## src/rtl/mem_arbiter_responder_if.sv

```systemverilog
`default_nettype none
// ============================================================================
//  Module      : mem_arbiter_responder_if
//  Description : Bus bundle between two core-side caches, the memory
//                responder and the single-port main memory.
//  Revision    : 1.0
// ============================================================================
interface mem_arbiter_responder_if #(
    parameter int ADDR_W = 12,
    parameter int DATA_W = 32
);
    // Core 1
    logic              r_en1;
    logic              w_en1;
    logic [ADDR_W-1:0] address1;
    logic [DATA_W-1:0] data1;
    logic [DATA_W-1:0] rdata1;
    logic              done1;
    logic              stall1;
    // Core 2
    logic              r_en2;
    logic              w_en2;
    logic [ADDR_W-1:0] address2;
    logic [DATA_W-1:0] data2;
    logic [DATA_W-1:0] rdata2;
    logic              done2;
    logic              stall2;
    // Cache invalidate broadcast
    logic              inv1;
    logic              inv2;
    logic [ADDR_W-1:0] inv_addr;
    // Main memory
    logic [ADDR_W-1:0] mem_addr;
    logic [DATA_W-1:0] mem_data;
    logic              mem_rden;
    logic              mem_wren;
    logic [DATA_W-1:0] mem_q;

    modport master (
        output r_en1, w_en1, address1, data1,
        output r_en2, w_en2, address2, data2,
        output mem_q,
        input  rdata1, done1, stall1,
        input  rdata2, done2, stall2,
        input  inv1, inv2, inv_addr,
        input  mem_addr, mem_data, mem_rden, mem_wren
    );

    modport slave (
        input  r_en1, w_en1, address1, data1,
        input  r_en2, w_en2, address2, data2,
        input  mem_q,
        output rdata1, done1, stall1,
        output rdata2, done2, stall2,
        output inv1, inv2, inv_addr,
        output mem_addr, mem_data, mem_rden, mem_wren
    );
endinterface
`default_nettype wire

```

## src/rtl/mem_arbiter_responder.sv

```systemverilog
`default_nettype none
// ============================================================================
//  Module      : mem_arbiter_responder
//  Description : Round-robin arbiter and sequencer for a single-port
//                synchronous memory shared by two cores, with write-invalidate.
//  Revision    : 1.0
// ============================================================================
module mem_arbiter_responder #(
    parameter int ADDR_W  = 12,
    parameter int DATA_W  = 32,
    parameter int MEM_LAT = 1
) (
    input  logic                   clk,
    input  logic                   rst,
    mem_arbiter_responder_if.slave bus
);

    localparam logic [1:0] c_IDLE     = 2'd0;
    localparam logic [1:0] c_ACCESS   = 2'd1;
    localparam logic [1:0] c_WAIT     = 2'd2;
    localparam logic [1:0] c_DONE     = 2'd3;
    localparam logic [2:0] c_LAT_LAST = 3'(MEM_LAT - 1);

    logic [1:0]        r_state,    w_state_nxt;
    logic              r_gnt2,     w_gnt2_nxt;
    logic              r_last2,    w_last2_nxt;
    logic              r_is_wr,    w_is_wr_nxt;
    logic [ADDR_W-1:0] r_addr,     w_addr_nxt;
    logic [DATA_W-1:0] r_mem_data, w_mem_data_nxt;
    logic [2:0]        r_cnt,      w_cnt_nxt;
    logic              r_rden,     w_rden_nxt;
    logic              r_wren,     w_wren_nxt;
    logic              r_done1,    w_done1_nxt;
    logic              r_done2,    w_done2_nxt;
    logic              r_inv1,     w_inv1_nxt;
    logic              r_inv2,     w_inv2_nxt;
    logic [ADDR_W-1:0] r_inv_addr, w_inv_addr_nxt;
    logic [DATA_W-1:0] r_rdata1,   w_rdata1_nxt;
    logic [DATA_W-1:0] r_rdata2,   w_rdata2_nxt;

    logic              w_pend1;
    logic              w_pend2;
    logic              w_pick2;
    logic              w_sel_wr;
    logic [ADDR_W-1:0] w_sel_addr;
    logic [DATA_W-1:0] w_sel_data;

    assign w_pend1    = bus.r_en1 | bus.w_en1;
    assign w_pend2    = bus.r_en2 | bus.w_en2;
    // r_last2 set means core 2 was served last, so core 1 wins a tie
    assign w_pick2    = w_pend2 & (~w_pend1 | ~r_last2);
    assign w_sel_wr   = w_pick2 ? bus.w_en2    : bus.w_en1;
    assign w_sel_addr = w_pick2 ? bus.address2 : bus.address1;
    assign w_sel_data = w_pick2 ? bus.data2    : bus.data1;

    always_ff @(posedge clk or negedge rst) begin
        if (!rst) begin
            r_state    <= c_IDLE;
            r_gnt2     <= 1'b0;
            r_last2    <= 1'b1;
            r_is_wr    <= 1'b0;
            r_addr     <= '0;
            r_mem_data <= '0;
            r_cnt      <= '0;
            r_rden     <= 1'b0;
            r_wren     <= 1'b0;
            r_done1    <= 1'b0;
            r_done2    <= 1'b0;
            r_inv1     <= 1'b0;
            r_inv2     <= 1'b0;
            r_inv_addr <= '0;
            r_rdata1   <= '0;
            r_rdata2   <= '0;
        end else begin
            r_state    <= w_state_nxt;
            r_gnt2     <= w_gnt2_nxt;
            r_last2    <= w_last2_nxt;
            r_is_wr    <= w_is_wr_nxt;
            r_addr     <= w_addr_nxt;
            r_mem_data <= w_mem_data_nxt;
            r_cnt      <= w_cnt_nxt;
            r_rden     <= w_rden_nxt;
            r_wren     <= w_wren_nxt;
            r_done1    <= w_done1_nxt;
            r_done2    <= w_done2_nxt;
            r_inv1     <= w_inv1_nxt;
            r_inv2     <= w_inv2_nxt;
            r_inv_addr <= w_inv_addr_nxt;
            r_rdata1   <= w_rdata1_nxt;
            r_rdata2   <= w_rdata2_nxt;
        end
    end

    always_comb begin
        w_state_nxt    = r_state;
        w_gnt2_nxt     = r_gnt2;
        w_last2_nxt    = r_last2;
        w_is_wr_nxt    = r_is_wr;
        w_addr_nxt     = r_addr;
        w_mem_data_nxt = r_mem_data;
        w_cnt_nxt      = r_cnt;
        w_inv_addr_nxt = r_inv_addr;
        w_rdata1_nxt   = r_rdata1;
        w_rdata2_nxt   = r_rdata2;
        w_rden_nxt     = 1'b0;
        w_wren_nxt     = 1'b0;
        w_done1_nxt    = 1'b0;
        w_done2_nxt    = 1'b0;
        w_inv1_nxt     = 1'b0;
        w_inv2_nxt     = 1'b0;

        case (r_state)
            c_IDLE: begin
                if (w_pend1 | w_pend2) begin
                    w_gnt2_nxt  = w_pick2;
                    w_last2_nxt = w_pick2;
                    w_is_wr_nxt = w_sel_wr;
                    w_addr_nxt  = w_sel_addr;
                    // Enables are registered here so they are high exactly during ACCESS
                    if (w_sel_wr) begin
                        w_wren_nxt     = 1'b1;
                        w_mem_data_nxt = w_sel_data;
                    end else begin
                        w_rden_nxt     = 1'b1;
                    end
                    w_state_nxt = c_ACCESS;
                end
            end

            c_ACCESS: begin
                w_cnt_nxt = '0;
                if (r_is_wr) begin
                    w_done1_nxt    = ~r_gnt2;
                    w_done2_nxt    = r_gnt2;
                    w_inv1_nxt     = r_gnt2;
                    w_inv2_nxt     = ~r_gnt2;
                    w_inv_addr_nxt = r_addr;
                    w_state_nxt    = c_DONE;
                end else begin
                    w_state_nxt    = c_WAIT;
                end
            end

            c_WAIT: begin
                if (r_cnt == c_LAT_LAST) begin
                    if (r_gnt2) begin
                        w_rdata2_nxt = bus.mem_q;
                    end else begin
                        w_rdata1_nxt = bus.mem_q;
                    end
                    w_done1_nxt = ~r_gnt2;
                    w_done2_nxt = r_gnt2;
                    w_state_nxt = c_DONE;
                end else begin
                    w_cnt_nxt   = r_cnt + 3'd1;
                end
            end

            c_DONE: begin
                w_state_nxt = c_IDLE;
            end

            default: begin
                w_state_nxt = c_IDLE;
            end
        endcase
    end

    assign bus.stall1   = w_pend1 & ~r_done1;
    assign bus.stall2   = w_pend2 & ~r_done2;
    assign bus.done1    = r_done1;
    assign bus.done2    = r_done2;
    assign bus.rdata1   = r_rdata1;
    assign bus.rdata2   = r_rdata2;
    assign bus.inv1     = r_inv1;
    assign bus.inv2     = r_inv2;
    assign bus.inv_addr = r_inv_addr;
    assign bus.mem_addr = r_addr;
    assign bus.mem_data = r_mem_data;
    assign bus.mem_rden = r_rden;
    assign bus.mem_wren = r_wren;

endmodule
`default_nettype wire

```

## src/flat_wrapper.sv

```systemverilog
// flat-port wrapper written by rule: the top's interface ports become plain ports
module mem_arbiter_responder_flat 
#(
    parameter int ADDR_W  = 12,
    parameter int DATA_W  = 32,
    parameter int MEM_LAT = 1
)
  (clk, rst, bus_r_en1, bus_w_en1, bus_address1, bus_data1, bus_r_en2, bus_w_en2, bus_address2, bus_data2, bus_mem_q, bus_rdata1, bus_done1, bus_stall1, bus_rdata2, bus_done2, bus_stall2, bus_inv1, bus_inv2, bus_inv_addr, bus_mem_addr, bus_mem_data, bus_mem_rden, bus_mem_wren);
  mem_arbiter_responder_if #(.ADDR_W(ADDR_W), .DATA_W(DATA_W)) bus_i ();
  input  logic clk;
  input  logic rst;
  input wire logic [$bits(bus_i.r_en1)-1:0] bus_r_en1;
  input wire logic [$bits(bus_i.w_en1)-1:0] bus_w_en1;
  input wire logic [$bits(bus_i.address1)-1:0] bus_address1;
  input wire logic [$bits(bus_i.data1)-1:0] bus_data1;
  input wire logic [$bits(bus_i.r_en2)-1:0] bus_r_en2;
  input wire logic [$bits(bus_i.w_en2)-1:0] bus_w_en2;
  input wire logic [$bits(bus_i.address2)-1:0] bus_address2;
  input wire logic [$bits(bus_i.data2)-1:0] bus_data2;
  input wire logic [$bits(bus_i.mem_q)-1:0] bus_mem_q;
  output wire logic [$bits(bus_i.rdata1)-1:0] bus_rdata1;
  output wire logic [$bits(bus_i.done1)-1:0] bus_done1;
  output wire logic [$bits(bus_i.stall1)-1:0] bus_stall1;
  output wire logic [$bits(bus_i.rdata2)-1:0] bus_rdata2;
  output wire logic [$bits(bus_i.done2)-1:0] bus_done2;
  output wire logic [$bits(bus_i.stall2)-1:0] bus_stall2;
  output wire logic [$bits(bus_i.inv1)-1:0] bus_inv1;
  output wire logic [$bits(bus_i.inv2)-1:0] bus_inv2;
  output wire logic [$bits(bus_i.inv_addr)-1:0] bus_inv_addr;
  output wire logic [$bits(bus_i.mem_addr)-1:0] bus_mem_addr;
  output wire logic [$bits(bus_i.mem_data)-1:0] bus_mem_data;
  output wire logic [$bits(bus_i.mem_rden)-1:0] bus_mem_rden;
  output wire logic [$bits(bus_i.mem_wren)-1:0] bus_mem_wren;
  assign bus_i.r_en1 = bus_r_en1;
  assign bus_i.w_en1 = bus_w_en1;
  assign bus_i.address1 = bus_address1;
  assign bus_i.data1 = bus_data1;
  assign bus_i.r_en2 = bus_r_en2;
  assign bus_i.w_en2 = bus_w_en2;
  assign bus_i.address2 = bus_address2;
  assign bus_i.data2 = bus_data2;
  assign bus_i.mem_q = bus_mem_q;
  assign bus_rdata1 = bus_i.rdata1;
  assign bus_done1 = bus_i.done1;
  assign bus_stall1 = bus_i.stall1;
  assign bus_rdata2 = bus_i.rdata2;
  assign bus_done2 = bus_i.done2;
  assign bus_stall2 = bus_i.stall2;
  assign bus_inv1 = bus_i.inv1;
  assign bus_inv2 = bus_i.inv2;
  assign bus_inv_addr = bus_i.inv_addr;
  assign bus_mem_addr = bus_i.mem_addr;
  assign bus_mem_data = bus_i.mem_data;
  assign bus_mem_rden = bus_i.mem_rden;
  assign bus_mem_wren = bus_i.mem_wren;
  mem_arbiter_responder #(.ADDR_W(ADDR_W), .DATA_W(DATA_W), .MEM_LAT(MEM_LAT)) u_core (.clk(clk), .rst(rst), .bus(bus_i));
endmodule
```

## config.mk

```make
export PLATFORM = sky130hd
export DESIGN_NAME = mem_arbiter_responder_flat
export DESIGN_NICKNAME = d
export VERILOG_FILES = /design/src/rtl/mem_arbiter_responder_if.sv /design/src/rtl/mem_arbiter_responder.sv /design/src/flat_wrapper.sv
export SDC_FILE = /design/constraint.sdc
export NUM_CORES = 1
export LEC_CHECK = 0
export CAP_MARGIN = 20
export CORE_MARGIN = 2
export CORE_UTILIZATION = 40
export DETAILED_ROUTE_END_ITERATION = 6
export PLACE_DENSITY_LB_ADDON = 0.05
export SLEW_MARGIN = 20
export SYNTH_ARGS = -nofsm -noshare
export SYNTH_HDL_FRONTEND = slang
export SYNTH_SLANG_ARGS = --single-unit
```

## constraint.sdc

```tcl
create_clock -name clk -period 2.4 [get_ports clk]
set_input_delay 0.36 -clock clk [delete_from_list [all_inputs] [get_ports clk]]
set_output_delay 0.36 -clock clk [all_outputs]
set_load 0.01 [all_outputs]
```

**Yosys cells after proc, flatten, opt, wreduce, memory -nomap -nowiden**

Index checks and enable logic that the tools add are counted.

- Flip-flop bits (word level): 134
- Bits of input ports: 126
- Logic and storage cells: 68
- Output and inout bits: 128

- Reductions and logical operators: 10
- Bitwise operators: 12
- Eq/ne operators: 6
- Add/sub/neg operators: 1
- Muxes and demuxes: 23

Operator list:

| operator | number |
|---|---|
| $mux 32 | 1 |
| $mux 1 | 14 |
| $mux 12 | 1 |
| $reduce_and 3->1 | 3 |
| $pmux 2 s4 | 1 |
| $reduce_and 2->1 | 4 |
| $pmux 3 s2 | 1 |
| $not 1->1 | 5 |
| $eq 2x2->1 const B | 2 |
| $mux 2 | 2 |
| $ne 2x1->1 const B | 2 |
| $or 1x1->1 | 4 |
| $pmux 1 s2 | 2 |
| $add 3x1->3 const B | 1 |
| $and 1x1->1 | 3 |
| $logic_not 3->1 | 1 |
| $mux 3 | 1 |
| $eq 2x1->1 const B | 1 |
| $logic_not 2->1 | 1 |
| $ne 2x2->1 const B | 1 |
| $reduce_bool 2->1 | 1 |

**Depth between registers and ports, before layout**

Gate-level depths: netlist (run 1).

- Depth after elaboration: 8
- Depth in mapped cells: 7

**Worst setup path before layout (run 1)**

Ideal clock, no wire load.

- Kind: register -> register
- From: reg u_core.r_state[0]
- To: reg u_core.r_mem_data[3], in the netlist u_core.bus.mem_data[3]
- Library setup time: 0.125 ns
- Arrival time: 1.734 ns
- Slack: 0.541 ns
- Period minus slack after synthesis: 1.859 ns
- Stages on the path, launching flop included: 8
- Required time: 2.275 ns
- Path through: dfrtp_1 > inv_1 > ha_1 > clkbuf_2 > o21ai_0 > a21oi_2 > buf_6 > mux2_2

- Cells in the longest elaborated chain, start to end: 2

Ends and longest elaborated chain:

| item | line | RTL |
|---|---|---|
| start: declaration | mem_arbiter_responder.sv:24 | `logic [1:0] r_state, w_state_nxt;` |
| start signal: assignment | mem_arbiter_responder.sv:58 | `r_state <= c_IDLE;` |
| start signal: assignment | mem_arbiter_responder.sv:75 | `r_state <= w_state_nxt;` |
| $logic_not 2->1 | mem_arbiter_responder.sv:112 | `case (r_state)` |
| $reduce_and 3->1 (no line) | n/a |  |
| end signal: assignment | mem_arbiter_responder.sv:80 | `r_mem_data <= w_mem_data_nxt;` |
| end: declaration | mem_arbiter_responder.sv:29 | `logic [DATA_W-1:0] r_mem_data, w_mem_data_nxt;` |

Every way passes these cells.
A chain may end at the register's enable or synchronous reset.

**Worst setup path in the final report (run 1)**

- From: in bus_r_en2
- To: out bus_stall2

- Cells in the longest elaborated chain, start to end: 2

Ends and longest elaborated chain:

| item | line | RTL |
|---|---|---|
| start: declaration | flat_wrapper.sv:16 | `input wire logic [$bits(bus_i.r_en2)-1:0] bus_r_en2;` |
| $or 1x1->1 | mem_arbiter_responder.sv:49 | `assign w_pend2 = bus.r_en2 \| bus.w_en2;` |
| $and 1x1->1 | mem_arbiter_responder.sv:170 | `assign bus.stall2 = w_pend2 & ~r_done2;` |
| end: declaration | flat_wrapper.sv:26 | `output wire logic [$bits(bus_i.stall2)-1:0] bus_stall2;` |

Every way passes these cells.

==> results of run 1 <==
==> power groups by stage <==
stage          registers [mW]  logic [mW]  clock network, mW
3_3_place_gp             3.97        5.87                  0
6_report                 4.00        5.88               2.61
5_1_grt                  4.14        6.27               2.78
2_1_floorplan            4.49        2.44                  0
3_5_place_dp             4.03        5.94                  0
4_1_cts                  4.01        5.98               2.68
==> layout make-up <==
class	count	area, µm²
inverters	7	26.28
flip-flops and latches	134	3354
clock inverters	8	122.6
multi-input cells	226	2380
clock buffers	23	478.0
repair buffers	265	2701
fillers	1110	5186
well taps	184	230.2
==> critical path, cell delays in order <==
cell and delay [ps]:
sky130_fd_sc_hd__clkdlybuf4s50_1 640, sky130_fd_sc_hd__nor2_1 140, sky130_fd_sc_hd__nor2_1 130, sky130_fd_sc_hd__clkdlybuf4s50_1 580
==> cell usage after synthesis, drive strengths merged <==
cell type,n
mux2,141
dfrtp,133
o21ai,19
nand2,18
buf,14
mux2i,12
nor2,9
inv,7
ha,5
clkbuf,4
nand3,4
a22o,3
a21oi,2
nand2b,2
o21a,2
a21boi,1
a21o,1
a31oi,1
a32oi,1
dfstp,1
nand4b,1
nor2b,1
nor3b,1
o22a,1
o41ai,1
==> metal layers <==
metal  global-route usage  vias up  wire, µm
met3              0.07659       19      1250
met2               0.3047      157      6865
met5                    0        -         0
met1               0.2313     1965      5996
met4              0.07059        0       232
li1                     -     1904         -
==> layout by cell type, fill, tap and decap left out, drive strengths merged <==
master and count:
mux2i 12, nor2 9, clkdlybuf4s50 252, o21ai 19
bufinv 3, nor2b 1, a21o 1, a21oi 2
a21boi 1, nor3b 1, nand3 4, a32oi 1
buf 12, dlygate4sd3 1, a31oi 1, ha 5
nand2 18, clkinvlp 3, dfrtp 133, inv 7
a22o 3, clkinv 2, mux2 141, o21a 2
dfstp 1, o41ai 1, o22a 1, clkbuf 23
nand2b 2, nand4b 1
==> stage by stage <==
step	setup slack, ps	instances	power [mW]	utilization	instance area (µm²)
after global routing	99.18	847	13.19	0.6418	9293
after global placement	209.5	815	9.839	0.5996	8682
after detailed placement	182.8	815	9.973	0.5996	8682
final	188.2	847	12.48	0.6418	9293
after CTS	183.5	847	12.66	0.6418	9293
after floorplan	541.5	385	6.929	-	5887
==> logic make-up after synthesis <==
kind of cell             after synthesis  synth area share
buffers and inverters                 25           0.02826
adder cells (fa/ha/maj)                5           0.01063
multiplexers                         153            0.3245
AND/OR/NAND/NOR                       36           0.02742
flip-flops                           134            0.5698
AO/OA/AOI/OAI                         32           0.03932
==> sequential cells by signal, summed over array words and instances, names as in the netlist <==
| signal | cells |
|---|---|
| u_core.bus.rdata1 | 32 |
| u_core.r_gnt2 | 1 |
| u_core.bus.mem_wren | 1 |
| u_core.r_cnt | 3 |
| u_core.bus.inv2 | 1 |
| u_core.bus.done1 | 1 |
| u_core.bus.mem_data | 32 |
| u_core.bus.mem_rden | 1 |
| u_core.bus.rdata2 | 32 |
| u_core.bus.inv_addr | 12 |
| u_core.r_is_wr | 1 |
| u_core.r_state | 2 |
| u_core.r_last2 | 1 |
| u_core.bus.mem_addr | 12 |
| u_core.bus.inv1 | 1 |
| u_core.bus.done2 | 1 |
==> path summary, 6_finish.rpt <==
| kind | slack (ps) | endpoint | cells after the start | from |
|---|---|---|---|---|
| worst max-delay path | 190 | bus_stall2 | 4 | bus_r_en2 |
| worst min-delay path | 480 | u_core.bus.rdata2[14] | 2 | rst |
| worst max register to register | 520 | u_core.bus.rdata1[6] | 5 | u_core.r_state[0] |
| worst min register to register | 500 | u_core.bus.rdata2[25] | 1 | u_core.bus.rdata2[25] |
| max in group asynchronous | 1180 | u_core.r_last2 | 3 | rst |
| min in group clk | 500 | u_core.bus.rdata2[25] | 1 | u_core.bus.rdata2[25] |
==> PnR_summary.wiki, run 1 <==
{| class="wikitable"
! Metric !! Value
|-
| CTS tree || yes
|-
| Total track usage || 0.1897
|-
| Via-per-instance ratio || 4.776
|-
| Number of levels the H-tree was split into || 4
|-
| Detail Placement HPWL || 10.39 mm
|-
| Reported net switching power || 3.683 mW
|-
| Crit path max fanout || 5
|-
| Share of power burned in registers || 0.320
|-
| Proportion of synthesized chip area in sequential cells || 0.5698
|-
| Data arrival time of the worst path || 1850 ps
|-
| Post-DRT Antenna Nets || 0
|-
| Max rail drop VDD || 0.7377 mV
|-
| Drt first pass iters || 4
|-
| Clock-pin transition on the worst setup and hold timing paths || 50 ps
|-
| Number of global-route vias before repair || 4410
|-
| Number of distinct library cells after synthesis || 35
|-
| Worst rel slew slack || 0.5597
|-
| Share of power burned in combinational logic || 0.471
|-
| Synthesized netlist cell count || 385
|-
| Share of post-route cells with drive strength above 1 || 0.2821
|-
| Yosys warning count || 0
|-
| Wire length of the first global-routing pass || 23.37 mm
|-
| Ports placed on the boundary || 254
|-
| Vias after detailed routing || 4045
|-
| Number of nets produced by synthesis || 516
|-
| Area of the placeable core || 14480 µm²
|-
| Chip Width || 125.3 µm
|-
| Total clock buffers created by CTS || 17
|-
| Max-slew violation count || 0
|-
| Category of the critical setup timing path || input pin to output pin
|-
| Clock latency reported for the late side of the worst-skew pair || 410 ps
|-
| Outcome || completed
|-
| Initial cell density of the core || 0.4066
|-
| Power share of the clock group || 0.209
|-
| Switching Share || 0.2950
|-
| Number of gates resized after cts || 0
|-
| Internal Pwr Total || 8.801 mW
|-
| # Max-Cap Violations || 0
|-
| Worst setup skew after layout || 4.870 ps
|-
| Flip-flop and latch count after synthesis || 134
|-
| Number of buffers added to fix hold violations after cts || 1
|-
| Power density of the placed cells || 1343 nW/µm²
|-
| Setup TNS Final || 0 ps
|-
| Leakage power || 4.024 nW
|-
| Area Growth Syn to Fin || 57.85%
|-
| Post-detailed-route DRC marker count || 0
|-
| Fmax || 452.1 MHz
|-
| Pin count of the biggest net entering global routing || 59
|-
| Netlist area before placement || 5887 µm²
|-
| Final weighted congestion in routability-driven placement || 0.7642
|-
| Row cnt || 44
|-
| Nets || 782
|-
| RSZ-0062 raised after global routing || false
|-
| Minimum clock period || 2212 ps
|-
| Maximum count of clock buffers along a single path || 2
|-
| Area leader, netlist || sky130_fd_sc_hd__dfrtp_1
|-
| Type of destination of the critical path || output pin
|-
| Worst min path class || input pin to async pin
|-
| Root buffer cell || sky130_fd_sc_hd__clkbuf_16
|-
| Post-synth top area share || 0.5654
|-
| Main area contributors after synthesis || sky130_fd_sc_hd__dfrtp_1 (57%), sky130_fd_sc_hd__mux2_2 (17%), sky130_fd_sc_hd__mux2_4 (14%)
|-
| Count of endpoints failing hold in the final timing report || 0
|-
| Slew at the pin closest to its max-slew limit || 658.9 ps
|-
| Clock sinks || 134
|-
| Buffers inserted during post-CTS setup optimization || 0
|-
| Synthesized area per cell || 15.29 µm²
|-
| Area enclosed by the die boundary || 15700 µm²
|-
| Final setup violating endpoints || 0
|-
| Die height || 125.3 µm
|-
| Period utilization || 0.9216
|-
| Required time reported for the critical path endpoint || 2040 ps
|-
| Wire length per cell || 16.94 µm
|-
| Total routed wirelength || 14.35 mm
|-
| Hold_ws || 484.8 ps
|-
| Port buffer count || 253
|-
| Inserted Diodes || 0
|-
| Iter 0 DRT Violations || 97
|-
| Initial antenna violation count || 0
|-
| Remaining global-route overflow || 0
|-
| Setup crit start kind || input pin
|}
Power figures use the tool's default switching activity.
==> run 2, diff against run 1 <==
Settings changed: SKIP_CTS_REPAIR_TIMING set to 1.
==> results of run 2 <==
Same layout as run 1: the final DEF is identical, and so are final timing and power.
Main changes from that run: wire length of the first global-routing pass 23370 µm -> 23340 µm; via count of the first global-routing pass 4410 -> 4398; overall routing resource usage 0.1897 -> 0.1895; met2 usage 0.3047 -> 0.3040
